<file path="src/rtl/square_3bits.sv">
// square_3bits: registered 3-bit unsigned squarer with valid strobe,
// saturating accepted-sample counter and optional even-parity output.
// Ports: clk, rst_n (async low), in_valid, in[2:0] -> y[5:0], out_valid,
//   sample_cnt[CNT_W-1:0]; y_par only when SQUARE_3BITS_PARITY_EN defined.
module square_3bits #(
  parameter int CNT_W = 8
) (
  input  logic             clk,
  input  logic             rst_n,
  input  logic             in_valid,
  input  logic [2:0]       in,
  output logic [5:0]       y,
  output logic             out_valid,
`ifdef SQUARE_3BITS_PARITY_EN
  output logic             y_par,
`endif
  output logic [CNT_W-1:0] sample_cnt
);

  logic [5:0] pp0;
  logic [5:0] pp1;
  logic [5:0] pp2;
  logic [5:0] sq;

  // partial products in<<i gated by in[i]; max sum 49 fits 6 bits
  always_comb begin
    pp0 = in[0] ? {3'b000, in}       : 6'd0;
    pp1 = in[1] ? {2'b00, in, 1'b0}  : 6'd0;
    pp2 = in[2] ? {1'b0, in, 2'b00}  : 6'd0;
    sq  = pp0 + pp1 + pp2;
  end

  always_ff @(posedge clk or negedge rst_n) begin
    if (!rst_n) begin
      y         <= 6'd0;
      out_valid <= 1'b0;
    end else begin
      out_valid <= in_valid;
      if (in_valid) begin
        y <= sq;
      end
    end
  end

  always_ff @(posedge clk or negedge rst_n) begin
    if (!rst_n) begin
      sample_cnt <= '0;
    end else if (in_valid && (sample_cnt != {CNT_W{1'b1}})) begin
      sample_cnt <= sample_cnt + 1'b1;
    end
  end

`ifdef SQUARE_3BITS_PARITY_EN
  always_ff @(posedge clk or negedge rst_n) begin
    if (!rst_n) begin
      y_par <= 1'b0;
    end else if (in_valid) begin
      y_par <= ^sq;
    end
  end
`endif

endmodule

</file>
<file path="config.mk">
export PLATFORM = sky130hd
export DESIGN_NAME = square_3bits
export DESIGN_NICKNAME = d
export VERILOG_FILES = /design/src/rtl/square_3bits.sv
export SDC_FILE = /design/constraint.sdc
export NUM_CORES = 1
export LEC_CHECK = 0
export ABC_AREA = 1
export BUFFER_PORTS_ARGS = -buffer_cell sky130_fd_sc_hd__buf_2
export CORE_MARGIN = 5
export CORE_UTILIZATION = 52
export CTS_CLUSTER_DIAMETER = 80
export DETAILED_ROUTE_END_ITERATION = 12
export PLACE_DENSITY = 0.82
export REMOVE_ABC_BUFFERS = 1
export SYNTH_ARGS = -nofsm -noshare
export SYNTH_HDL_FRONTEND = slang
export SYNTH_SLANG_ARGS = --single-unit
</file>
<file path="constraint.sdc">
create_clock -name clk -period 2.4 [get_ports clk]
set_clock_uncertainty 0.2 [all_clocks]
set_input_delay 0 -clock clk [delete_from_list [all_inputs] [get_ports clk]]
set_output_delay 0 -clock clk [all_outputs]
set_load 0.005 [all_outputs]
</file>
Word-level counts from Yosys, hierarchy flattened
Cells that the tools add are included.

Flip-flop bits (word level): 15. Input port bits: 6. Output and inout bits: 15.

Add/subtract/negate cells: 3. Equality and inequality tests: 1. Multiplexer cells: 3. Reduce and logical (&&, ||, !) cells: 1.

Operators with widths (number): $add 8x1->8 const B (1); $ne 8x8->1 const B (1); $add 5x5->6 (1); $add 3x4->5 (1); $mux 5 (1); $mux 4 (1); $mux 3 (1); $logic_and 1x1->1 (1).

Depth between registers and ports, before layout
Gate-level depths: netlist (run 1).

Word-level depth: 3. Gate-level depth with buffers: 8. Mapped depth without buffers: 8.

Worst setup path after synthesis (run 1)
OpenSTA, ideal clock, no wires.

Path kind: register to register. Start: register sample_cnt[0]. End: register sample_cnt[5]. Arrival time: 1.158 ns. Setup slack: 0.925 ns. Cell stages (with the launch flop): 9. Buffers on the path: 0. Period minus slack after synthesis: 1.475 ns. Path through: dfrtp_1 -> ha_1 -> inv_1 -> nor2_2 -> nand2_2 -> nand2_4 -> inv_2 -> nand2_1 -> nand2_1.

Word-level cells in the longest chain between the ends: 2. Elaborated cells between the ends (all ways): 3. Those cells by class: add/sub (1); eq/ne (1); reduce/logical (1).

Ends and longest elaborated chain: from (decl) (line 17) `output logic [CNT_W-1:0] sample_cnt`; from (signal assigned) (line 49) `sample_cnt <= sample_cnt + 1'b1;`; branches (longest 2 deep; another with $add 8x1->8).

Several ways; the timed one is not identified. A chain may end at the register's enable or synchronous reset.

==> key figures, run 1 <==
Layout
  – Final Non-Filler Cells: between 100 and 150
  – N_diodes: 0
  – Fillcell total: 96
  – Synth-to-Final Area Change: 31.0%
  – Layout cells sized above 1: 24.8%
  – Final nets: 130
  – Final core occ: between 70% and 80%

Logic synthesis
  – Avg Cell Area, Syn: 7.89 um2
  – Unique masters post-synth: 20
  – Synth top area cells: dfrtp_1 49%, nand2_1 18%, inv_1 4.7%
  – Synth Register Bits: 14
  – Cell Area, Synth: between 700 and 800 um2
  – Leading area contributor after synthesis: dfrtp_1
  – Cells after Synth: 91
  – Most common cell in the netlist: nand2_1
  – YS warnings: 0
  – Post-synth EDFFs: 0
  – Asr flop ratio synth: 100%
  – Register area share after synthesis: 48.8%
  – Top cell type's share of synthesized area: ~50%
  – Ys flop type: dfrtp_1
  – Post-synth top cells: 35 x nand2_1, 14 x dfrtp_1, 9 x inv_1

Timing
  – Rel. slew slack: 59.1%
  – Actual slew at the worst max-slew pin: around 0.6 ns
  – Post-layout minimum cycle time: between 1.5 and 2 ns
  – F_max: ~0.56 GHz
  – Hold_ws: between 0.2 and 0.3 ns
  – Fin. Hold Viols: 0
  – Final cycle utilization of the critical path: 74.2%
  – RSZ-0062 raised after global routing: no
  – Finish-stage setup viols: 0
  – Slew Viols, Final: 0
  – Fin Setup TNS: 0 ns

GRT
  – Vias in the first global route: 662
  – Total gr overflow: 0
  – Most used routing layer in global routing: met2
  – Global-route met3 utilization: approximately 3.1%
  – GR Util met1: roughly 22%
  – Global-route track usage on met2: between 30% and 40%
  – Tot GR Track Use: a little under a fifth
  – First-pass GRT wire length: between 2000 and 3000 um
  – Largest net degree at the start of global routing: 15
  – Initial antenna violation count: 0

Floorplanning
  – Row count: 13
  – IO Pins: 21
  – Core Footprint: 1300 um2
  – Die footprint: between 2000 and 2500 um2
  – Chip height: approximately 47 um
  – Initial Util: a little under three fifths
  – Die Span X: between 40 and 50 um

Worst setup path
  – Worst Path Buf+Inv: 4
  – Critical Path Max Stage Delay: between 0.5 and 0.6 ns
  – CP top delay family: buffers and inverters
  – CP required: between 2 and 2.5 ns
  – CP most frequent cell: dlygate4sd3_1
  – Worst setup SP type: input pin
  – CP cell instances: dlygate4sd3_1, buf_2, inv_1, nor2_1, a22o_1, dlygate4sd3_1
  – Slowest CP cell: dlygate4sd3_1
  – Critical Path End Type: flop
  – WP data arrival: 1.75 ns
  – Crit-path max FO: 8
  – Critical setup path kind: input pin to flop

Clock tree
  – Clk_lat worst skew: between 0.2 and 0.3 ns
  – CTS tree: done
  – Clk slew on worst S/H paths: approximately 0.09 ns
  – Post-cts sizing count: 0
  – H-tree depth: 1
  – Clock sink count: 14
  – CTS Buf Count: 3
  – CTS root buffer: clkbuf_4
  – CTS max path bufs: 2

Place
  – Port bufs: 19
  – Dpl cells: 124
  – GP Congestion: between 0.8 and 0.9
  – Post-DP HPWL: about 1100 um

Outcome
  – Status: complete, no violations

Route
  – Drt first pass iters: 4
  – Remaining DRCs: 0
  – Via count: 688
  – Post-route ant nets: 0
  – Wirelength per Cell: 13.0 um
  – Vias per inst: between 5 and 6
  – Drt total wl: about 1800 um
  – Drt initial violations: 21

Flow run
  – Max-cap violations: 0

Pwr
  – P_leak: about 0.51 nW
  – VDD IR max: ~0.47 mV
  – Pwr Density: a little under 800 nW/um2

Worst hold path
  – Class of the worst hold path: flop to flop
[path summary, 6_finish.rpt]
kind / start / endpoint / slack [ns] / cells after the start
min in group asynchronous: rst_n / y[0]$_DFFE_PN0P_ / 0.62 / 3
max in group asynchronous: rst_n / sample_cnt[6]$_DFFE_PN0P_ / 0.99 / 3
max reg2reg: sample_cnt[0]$_DFFE_PN0P_ / sample_cnt[4]$_DFFE_PN0P_ / 0.77 / 8
min: y[3]$_DFFE_PN0P_ / y[3]$_DFFE_PN0P_ / 0.27 / 2
max: in_valid / y[2]$_DFFE_PN0P_ / 0.62 / 6
min reg2reg: y[3]$_DFFE_PN0P_ / y[3]$_DFFE_PN0P_ / 0.27 / 2
[routing by layer]
metal | up-vias | part of all wire [%]
met4 | 0 | 2.2
li1 | 338 | -
met2 | 26 | 51
met3 | 8 | 4.9
met1 | 316 | 42
met5 | - | 0
[power breakdown]
part	switching [W]	internal [W]
Combinational	0.000114	0.0000992
Clock	0.0000761	0.0000922
Sequential	0.0000623	0.000283
[tightest hold or removal path, stage by stage (launching register included)]
cell and delay [ns]:
dfrtp_1 0.34, nand2_1 0.05, nand2_1 0.05
[layout make-up]
class	count	area [um2]	area share, %
clock buffer	4	36.3	3.86
inverter	10	37.5	3.99
multi-input combinational	66	323	34.3
sequential	14	350	37.2
tap	15	18.8	1.99
timing repair buffer	27	175	18.6
[placed cells by master, fill, tap and decap left out, types with 3 or more instances in the layout]
master         count
a21oi_1            3
buf_2             19
clkbuf_4           3
dfrtp_1           14
dlygate4sd3_1      8
inv_1              9
nand2_1           35
nand3_1            4
nor2_1             8
[cell families (layout without fill, tap and decap cells)]
logic type | Yosys count | in the layout | synth area share [%]
buffers and inverters | 11 | 41 | 6.27
adders and majority gates | 2 | 2 | 3.48
other | 1 | 1 | 0.522
AOI/OAI and AO/OA | 6 | 6 | 4.70
DFF | 14 | 14 | 48.8
xor gates and xnor gates | 3 | 3 | 3.66
and+or+nand+nor | 54 | 54 | 32.6
[state kept, by name (all words and copies together) (netlist names)]
register,flops
y,5
out_valid,1
sample_cnt,8
[through the flow]
step / power (W) / cell area (um2) / setup WS, ns
finish: 0.000727 / 941 / 0.619
global route: 0.000773 / 941 / 0.565
CTS: 0.000726 / 941 / 0.639
detailed placement: 0.000548 / 825 / 0.838
global placement: 0.000543 / 825 / 0.880
floorplan: 0.000460 / 711 / 0.925
[repair_timing]
action / in CTS / in global routing
hold buffers: 8 / 0
setup buffers: 0 / 0
hold endpoints to repair: 25 / 0
Power figures use the tool's default switching activity.
==> run 2, diff against run 1 <==
--- a/config.mk
+++ b/config.mk
@@ -5,13 +5,13 @@
 export SDC_FILE = /design/constraint.sdc
 export NUM_CORES = 1
 export LEC_CHECK = 0
-export ABC_AREA = 1
+export ABC_AREA = 0
 export BUFFER_PORTS_ARGS = -buffer_cell sky130_fd_sc_hd__buf_2
 export CORE_MARGIN = 5
-export CORE_UTILIZATION = 52
+export CORE_UTILIZATION = 43
 export CTS_CLUSTER_DIAMETER = 80
 export DETAILED_ROUTE_END_ITERATION = 12
-export PLACE_DENSITY = 0.82
+export PLACE_DENSITY = 0.74
 export REMOVE_ABC_BUFFERS = 1
 export SYNTH_ARGS = -nofsm -noshare
 export SYNTH_HDL_FRONTEND = slang
==> constraint.sdc (replaced) <==
create_clock -name clk -period 1.6 [get_ports clk]
set_clock_uncertainty 0.2 [all_clocks]
set_input_delay 0 -clock clk [delete_from_list [all_inputs] [get_ports clk]]
set_output_delay 0 -clock clk [all_outputs]
set_load 0.005 [all_outputs]
==> run 2 against run 1 <==
Critical path depth shrank 2. Setup slack lost 0.56 ns. Register-to-register slack lost 0.71 ns. Worst hold slack gained 0.046 ns. Clock power grew 11%. Design area shrank 4.3%. Clock-buffer cell count shrank 1.
==> key figures, run 2 <==
Route
  – Remaining DRCs: 0 (unchanged)
  – Drt initial violations: 15 (-29%)
  – Via count: 544 (-21%)
  – Vias per inst: 5.18 (+2.4%)
  – Drt first pass iters: 4 (unchanged)
  – Drt total wl: 1430 um (-19%)
  – Wirelength per Cell: 13.6 um (+4.6%)
  – Post-route ant nets: 0 (unchanged)

Worst setup path
  – Critical setup path kind: flop to flop
  – Capturing point of the worst reg2reg path: sample_cnt[1]$_DFFE_PN0P_
  – Reg2Reg Setup Slack: 0.06 ns (-0.71 ns)
  – Critical Path End Type: flop
  – WP data arrival: 1.49 ns (-0.26 ns)
  – Reg2reg path depth: 4 (-4)
  – Crit-path max FO: 4 (-4)
  – R2r startpoint: sample_cnt[1]$_DFFE_PN0P_
  – Worst setup SP type: flop
  – CP required: 1.55 ns (-0.82 ns)

Logic synthesis
  – YS warnings: 0 (unchanged)
  – Most common cell in the netlist: dfrtp_1
  – Post-synth top cells: 14 x dfrtp_1, 5 x xnor2_1, 4 x a21oi_1
  – Top cell type's share of synthesized area: 53.5% (+4.8 points)
  – Register area share after synthesis: 53.5% (+4.8 points)
  – Post-synthesis simple-gate area fraction: 15.7% (-17 points)
  – Largest family of logic cells by synthesized area: simple AND/OR/NAND/NOR gates
  – Post-synth EDFFs: 0 (unchanged)
  – Leading area contributor after synthesis: dfrtp_1
  – Synth top area cells: dfrtp_1 54%, xnor2_1 6.7%, mux2_2 5.2%
  – Unique masters post-synth: 24 (+20%)
  – Ys flop type: dfrtp_1
  – Mux share of post-synthesis cell area: 6.88% (+6.9 points)
  – Cell Area, Synth: 654 um2 (-8.9%)
  – Post-Synth XOR/XNOR Area: 6.69% (+3.0 points)
  – Post-synthesis adder-cell area fraction: 3.82% (+0.34 points)
  – Cells after Synth: 57 (-37%)
  – Complex-gate fraction of the synthesized area: 9.18% (+4.5 points)
  – Avg Cell Area, Syn: 11.5 um2 (+45%)
  – Asr flop ratio synth: 100% (unchanged)
  – Synth Register Bits: 14 (unchanged)

Floorplanning
  – Initial Util: 44.5% (-11 points)
  – Die Span X: 49.0 um (+3.9%)
  – Core Footprint: 1470 um2 (+13%)
  – Chip height: 49.0 um (+3.9%)
  – Die footprint: 2400 um2 (+8.0%)
  – Row count: 14 (+1)
  – IO Pins: 21 (unchanged)

Layout
  – Final Non-Filler Cells: 105 (-23%)
  – Register with the most flip-flops: sample_cnt
  – Most frequent cells in the layout: 19 x buf_2, 14 x dfrtp_1, 7 x dlygate4sd3_1, 5 x xnor2_1, 5 x buf_4
  – Synth-to-Final Area Change: 37.7%
  – Fillcell total: 139 (+45%)
  – Final nets: 99 (-24%)
  – Final core occ: 61.2% (-11 points)
  – Largest regs: sample_cnt x8, y x5, out_valid x1
  – Most common cell after layout, fill and taps aside: buf_2
  – Layout cells sized above 1: 39.3% (+15 points)
  – Max reg flops: 8 (unchanged)
  – N_diodes: 0 (unchanged)

Timing
  – Final cycle utilization of the critical path: between 90% and 100%
  – Actual slew at the worst max-slew pin: 0.634 ns (+0.0228 ns)
  – Post-layout minimum cycle time: roughly 1.5 ns
  – F_max: 0.651 GHz
  – Fin. Hold Viols: 0 (unchanged)
  – Rel. slew slack: 57.6% (-1.5 points)
  – Hold_ws: 0.321 ns (+0.0465 ns)
  – Slew Viols, Final: 0 (unchanged)
  – Finish-stage setup viols: 0 (unchanged)

Place
  – GP Congestion: 0.795 (-4.4%)
  – Port bufs: 19 (unchanged)
  – Post-DP HPWL: 963 um (-12%)
  – Dpl cells: 94 (-24%)

GRT
  – Largest net degree at the start of global routing: 15 (unchanged)
  – Initial antenna violation count: 0 (unchanged)
  – Vias in the first global route: 547 (-17%)
  – Total gr overflow: 0 (unchanged)
  – Tot GR Track Use: 12.6% (-6.0 points)
  – First-pass GRT wire length: 2400 um (-17%)

Clock tree
  – CTS tree: done
  – Clk_lat worst skew: 0.27 ns (about the same)
  – CTS max path bufs: 2 (unchanged)
  – CTS Buf Count: 3 (unchanged)
  – Clk slew on worst S/H paths: 0.08 ns (about the same)
  – H-tree depth: 1 (unchanged)
  – CTS root buffer: clkbuf_4
  – Clock sink count: 14 (unchanged)

Pwr
  – P_leak: 0.416 nW (-19%)
  – Clk pwr share: 15.8% (-7.3 points)
  – Gate power share: 37.2% (+7.9 points)
  – Psw: 0.000390 W (+55%)
  – Internal: 0.000786 W (+66%)
  – VDD IR max: 0.731 mV (+55%)
  – Flop pwr share: 47.0% (-0.5 points)
  – Pwr Density: 1310 nW/um2 (+69%)
  – Sw Share: 33.2% (-1.5 points)
  – Total power: 0.00118 W (+62%)

Outcome
  – Status: complete, no violations

Worst hold path
  – Hold Crit Endpoint: y[0]$_DFFE_PN0P_
  – Class of the worst hold path: flop to flop
  – Hold Path Stages: 1 (-1)
  – Hold path start: y[0]$_DFFE_PN0P_

Flow run
  – Max-cap violations: 0 (unchanged)
## run 2: cells by family (layout without fill, tap and decap cells)
kind of cell,after synthesis,after routing
compound gates,10,10
flops,14,14
buf+inv,5,37
xor+xnor,5,5
fa+ha+maj,2,2
mux,4,4
other cells,1,1
simple gates,16,16
## run 2: worst max-delay path, stage by stage, from the launching register on
cell	delay (ns)
dfrtp_1	0.38
ha_2	0.22
nand3_2	0.12
o21ai_2	0.18
mux2_1	0.33
## run 2: power groups by stage
stage	logic [W]	clock network, W	registers (W)
floorplan	0.000152	0	0.000586
global placement	0.000400	0	0.000549
detailed placement	0.000410	0	0.000553
CTS	0.000422	0.000200	0.000546
global route	0.000489	0.000219	0.000570
finish	0.000437	0.000186	0.000553
## run 2: through the flow
step / TNS [ns] / area [um2] / setup slack (ns)
6_report: 0 / 901 / 0.0642
5_1_grt: -0.00945 / 901 / -0.00945
4_1_cts: 0 / 880 / 0.0484
3_5_place_dp: 0 / 787 / 0.0612
3_3_place_gp: 0 / 787 / 0.0810
2_1_floorplan: 0 / 642 / 0.0593
## run 2: timing repair
item                       4_1_cts  5_1_grt
hold endpoints to repair        23        0
buffers inserted                 0        1
hold buffers                     7        0
setup endpoints to repair        0        3
resized for setup                0        3
## run 2: layout make-up
cell class / instances / area, um2 / share of cell area [%]
clock buffers: 3 / 22.5 / 2.50
flip-flops and latches: 14 / 350 / 38.9
well taps: 16 / 20.0 / 2.22
repair buffers: 31 / 203 / 22.5
multi-input cells: 38 / 294 / 32.6
inverters: 3 / 11.3 / 1.25
## run 2: worst max-delay path by stage
stage / from / to / slack (ns) / cells after the start
3_5_place_dp: sample_cnt[1]$_DFFE_PN0P_ / sample_cnt[1]$_DFFE_PN0P_ / 0.06 / 4
2_1_floorplan: sample_cnt[0]$_DFFE_PN0P_ / sample_cnt[1]$_DFFE_PN0P_ / 0.06 / 4
4_1_cts: sample_cnt[1]$_DFFE_PN0P_ / sample_cnt[1]$_DFFE_PN0P_ / 0.05 / 4
3_3_place_gp: sample_cnt[1]$_DFFE_PN0P_ / sample_cnt[1]$_DFFE_PN0P_ / 0.08 / 4
6_report: sample_cnt[1]$_DFFE_PN0P_ / sample_cnt[1]$_DFFE_PN0P_ / 0.06 / 4
5_1_grt: sample_cnt[1]$_DFFE_PN0P_ / sample_cnt[1]$_DFFE_PN0P_ / -0.009 / 4
## run 2: layer usage
metal  part of all wire [%]  wire length [um]  vias up  global-route usage [%]
met5                      0                 0        -                       0
met4                   0.98                14        0                    8.07
met3                    5.6                80        2                    3.67
met2                     49               696       20                    19.3
met1                     44               632      260                    15.0
li1                       -                 -      262                       -
==> run 3, diff against run 2 <==
--- a/config.mk
+++ b/config.mk
@@ -8,10 +8,10 @@
 export ABC_AREA = 0
 export BUFFER_PORTS_ARGS = -buffer_cell sky130_fd_sc_hd__buf_2
 export CORE_MARGIN = 5
-export CORE_UTILIZATION = 43
+export CORE_UTILIZATION = 47
 export CTS_CLUSTER_DIAMETER = 80
 export DETAILED_ROUTE_END_ITERATION = 12
-export PLACE_DENSITY = 0.74
+export PLACE_DENSITY = 0.77
 export REMOVE_ABC_BUFFERS = 1
 export SYNTH_ARGS = -nofsm -noshare
 export SYNTH_HDL_FRONTEND = slang
==> constraint.sdc (replaced) <==
create_clock -name clk -period 1.5 [get_ports clk]
set_clock_uncertainty 0.2 [all_clocks]
set_input_delay 0 -clock clk [delete_from_list [all_inputs] [get_ports clk]]
set_output_delay 0 -clock clk [all_outputs]
set_load 0.01 [all_outputs]
==> run 3 against run 2 <==
Sequential cell count stayed put. Wire length is 2.6% higher. Worst hold slack worse by 0.0095 ns. Largest cell class unchanged.
==> key figures, run 3 (synthesized netlist as in run 2, its figures left out) <==
Timing
  – Post-layout minimum cycle time: 1.48 ns (-0.0604 ns)
  – Hold_ws: 0.311 ns (-0.00947 ns)
  – Slew Viols, Final: 0 (unchanged)
  – RSZ-0062 raised after global routing: yes
  – Final cycle utilization of the critical path: 98.4% (+2.4 points)
  – Finish-stage setup viols: 0 (unchanged)
  – F_max: 0.678 GHz (+4.1%)
  – Fin. Hold Viols: 0 (unchanged)

Layout
  – Multi-input logic area: 298 um2 (+1.3%)
  – Most frequent cells in the layout: 19 x buf_2, 14 x dfrtp_1, 12 x buf_4, 6 x dlygate4sd3_1, 5 x xnor2_1
  – Register with the most flip-flops: sample_cnt
  – Max reg flops: 8 (unchanged)
  – Final nets: 105 (+6.1%)
  – Most common cell after layout, fill and taps aside: buf_2
  – Final core occ: 73.8% (+13 points)
  – Register area: 350 um2 (unchanged)
  – Layout cells sized above 1: 46.9% (+7.5 points)
  – Fillcell total: 103 (-26%)
  – Largest regs: sample_cnt x8, y x5, out_valid x1
  – Final Non-Filler Cells: 111 (+5.7%)
  – Synth-to-Final Area Change: 46.7%
  – N_diodes: 0 (unchanged)

Worst setup path
  – R2r startpoint: sample_cnt[0]$_DFFE_PN0P_
  – Critical setup path kind: flop to flop
  – Reg2reg path depth: 4 (unchanged)
  – Slowest CP cell: dfrtp_1
  – CP cell instances: ha_2, and3_4, nand4_1, mux2_2
  – Reg2Reg Setup Slack: 0.02 ns (-0.04 ns)
  – Critical Path End Type: flop
  – CP top delay family: flip-flops
  – Worst setup SP type: flop
  – Crit-path max FO: 3 (-1)
  – Worst Path Buf+Inv: 0 (unchanged)
  – CP required: 1.47 ns (-0.08 ns)
  – Critical Path Max Stage Delay: 0.39 ns (about the same)
  – WP data arrival: 1.45 ns (-0.04 ns)
  – Capturing point of the worst reg2reg path: sample_cnt[6]$_DFFE_PN0P_

Route
  – Drt total wl: 1460 um (+2.6%)
  – Remaining DRCs: 0 (unchanged)
  – Drt initial violations: 3 (-12)
  – Vias per inst: 5.05 (-2.6%)
  – Via count: 560 (+2.9%)
  – Drt first pass iters: 2 (-2)
  – Post-route ant nets: 0 (unchanged)
  – Wirelength per Cell: 13.2 um (-2.9%)

Clock tree
  – CTS tree: done
  – Clk_lat worst skew: 0.28 ns (about the same)
  – CTS Buf Count: 3 (unchanged)
  – Clk slew on worst S/H paths: 0.08 ns (about the same)
  – CTS max path bufs: 2 (unchanged)
  – H-tree depth: 1 (unchanged)
  – CTS root buffer: clkbuf_4
  – Clock sink count: 14 (unchanged)

Worst hold path
  – Hold path start: y[0]$_DFFE_PN0P_
  – Hold Crit Endpoint: y[0]$_DFFE_PN0P_
  – Hold Path Stages: 1 (unchanged)
  – Class of the worst hold path: flop to flop

Pwr
  – Internal: 0.000987 W (+26%)
  – VDD IR max: 0.938 mV (+28%)
  – Flop pwr share: 39.0% (-8.0 points)
  – Gate power share: 43.0% (+5.8 points)
  – Sw Share: 33.3% (+0.11 points)
  – P_leak: 0.458 nW (+10%)
  – Clk pwr share: 18.0% (+2.2 points)
  – Psw: 0.000493 W (+26%)
  – Pwr Density: 1540 nW/um2 (+18%)

GRT
  – Vias in the first global route: 562 (+2.7%)
  – First-pass GRT wire length: 2380 um (-0.87%)
  – Total gr overflow: 0 (unchanged)
  – Largest net degree at the start of global routing: 15 (unchanged)
  – Initial antenna violation count: 0 (unchanged)
  – Tot GR Track Use: 15.2% (+2.7 points)

Floorplanning
  – IO Pins: 21 (unchanged)
  – Core Footprint: 1300 um2 (-12%)
  – Initial Util: 50.3% (+5.8 points)
  – Die Span X: 47.3 um (-3.5%)
  – Die footprint: 2240 um2 (-6.8%)
  – Row count: 13 (-1)
  – Chip height: 47.3 um (-3.5%)

Place
  – Dpl cells: 99 (+5.3%)
  – GP Congestion: 0.748 (-5.8%)
  – Post-DP HPWL: 1000 um (+3.9%)
  – Port bufs: 19 (unchanged)

Flow run
  – Max-cap violations: 0 (unchanged)

Outcome
  – Status: complete, no violations
## run 3: how the worst max path moves through the flow
stage	start	to	slack, ns	cells after the start
2_1_floorplan	sample_cnt[0]$_DFFE_PN0P_	sample_cnt[1]$_DFFE_PN0P_	-0.08	4
3_3_place_gp	sample_cnt[0]$_DFFE_PN0P_	sample_cnt[6]$_DFFE_PN0P_	0.007	4
3_5_place_dp	sample_cnt[0]$_DFFE_PN0P_	sample_cnt[6]$_DFFE_PN0P_	-0.03	4
4_1_cts	sample_cnt[0]$_DFFE_PN0P_	sample_cnt[6]$_DFFE_PN0P_	0.006	4
5_1_grt	sample_cnt[1]$_DFFE_PN0P_	sample_cnt[1]$_DFFE_PN0P_	-0.03	4
6_report	sample_cnt[0]$_DFFE_PN0P_	sample_cnt[6]$_DFFE_PN0P_	0.02	4
## run 3: area by class of cell
class / instances / area share, %
Clock buffer: 4 / 3.78
Inverter: 3 / 1.17
Multi-Input combinational cell: 38 / 31.0
Sequential cell: 14 / 36.5
Tap cell: 15 / 1.96
Timing Repair Buffer: 37 / 25.6
## run 3: routing by layer
layer	GRT usage (%)	vias to the layer above	part of all wire, %
met4	8.29	0	2.0
met2	24.6	12	50
met1	19.4	266	45
met3	2.30	4	2.9
met5	0	-	0
li1	-	278	-
## run 3: what timing repair did
action / in CTS / in global routing
hold buffers: 6 / 1
setup endpoints to repair: 1 / 18
cloned: 0 / 0
pin swaps: 0 / 1
resized for setup: 1 / 5
hold endpoints to repair: 23 / 14
setup buffers: 1 / 1
## run 3: worst reg2reg max path: stages (launching register included)
cell	delay, ns
dfrtp_1	0.39
ha_2	0.21
and3_4	0.17
nand4_1	0.07
mux2_2	0.33
## run 3: power by group through the flow
stage                     registers [W]  logic (W)  clock network (W)
after floorplan                0.000666   0.000162                  0
after global routing           0.000597   0.000698           0.000282
after CTS                      0.000574   0.000581           0.000269
final                          0.000577   0.000637           0.000266
after detailed placement       0.000580   0.000543                  0
after global placement         0.000569   0.000535                  0
## run 3: metrics by stage
| stage | worst slack (ns) | total power, W | TNS, ns | area, um2 |
|---|---|---|---|---|
| floorplan | -0.0831 | 0.000828 | -0.154 | 642 |
| global placement | 0.00653 | 0.00110 | 0 | 831 |
| detailed placement | -0.0262 | 0.00112 | -0.0262 | 831 |
| CTS | 0.00619 | 0.00142 | 0 | 937 |
| global route | -0.0311 | 0.00158 | -0.0534 | 960 |
| finish | 0.0246 | 0.00148 | 0 | 960 |
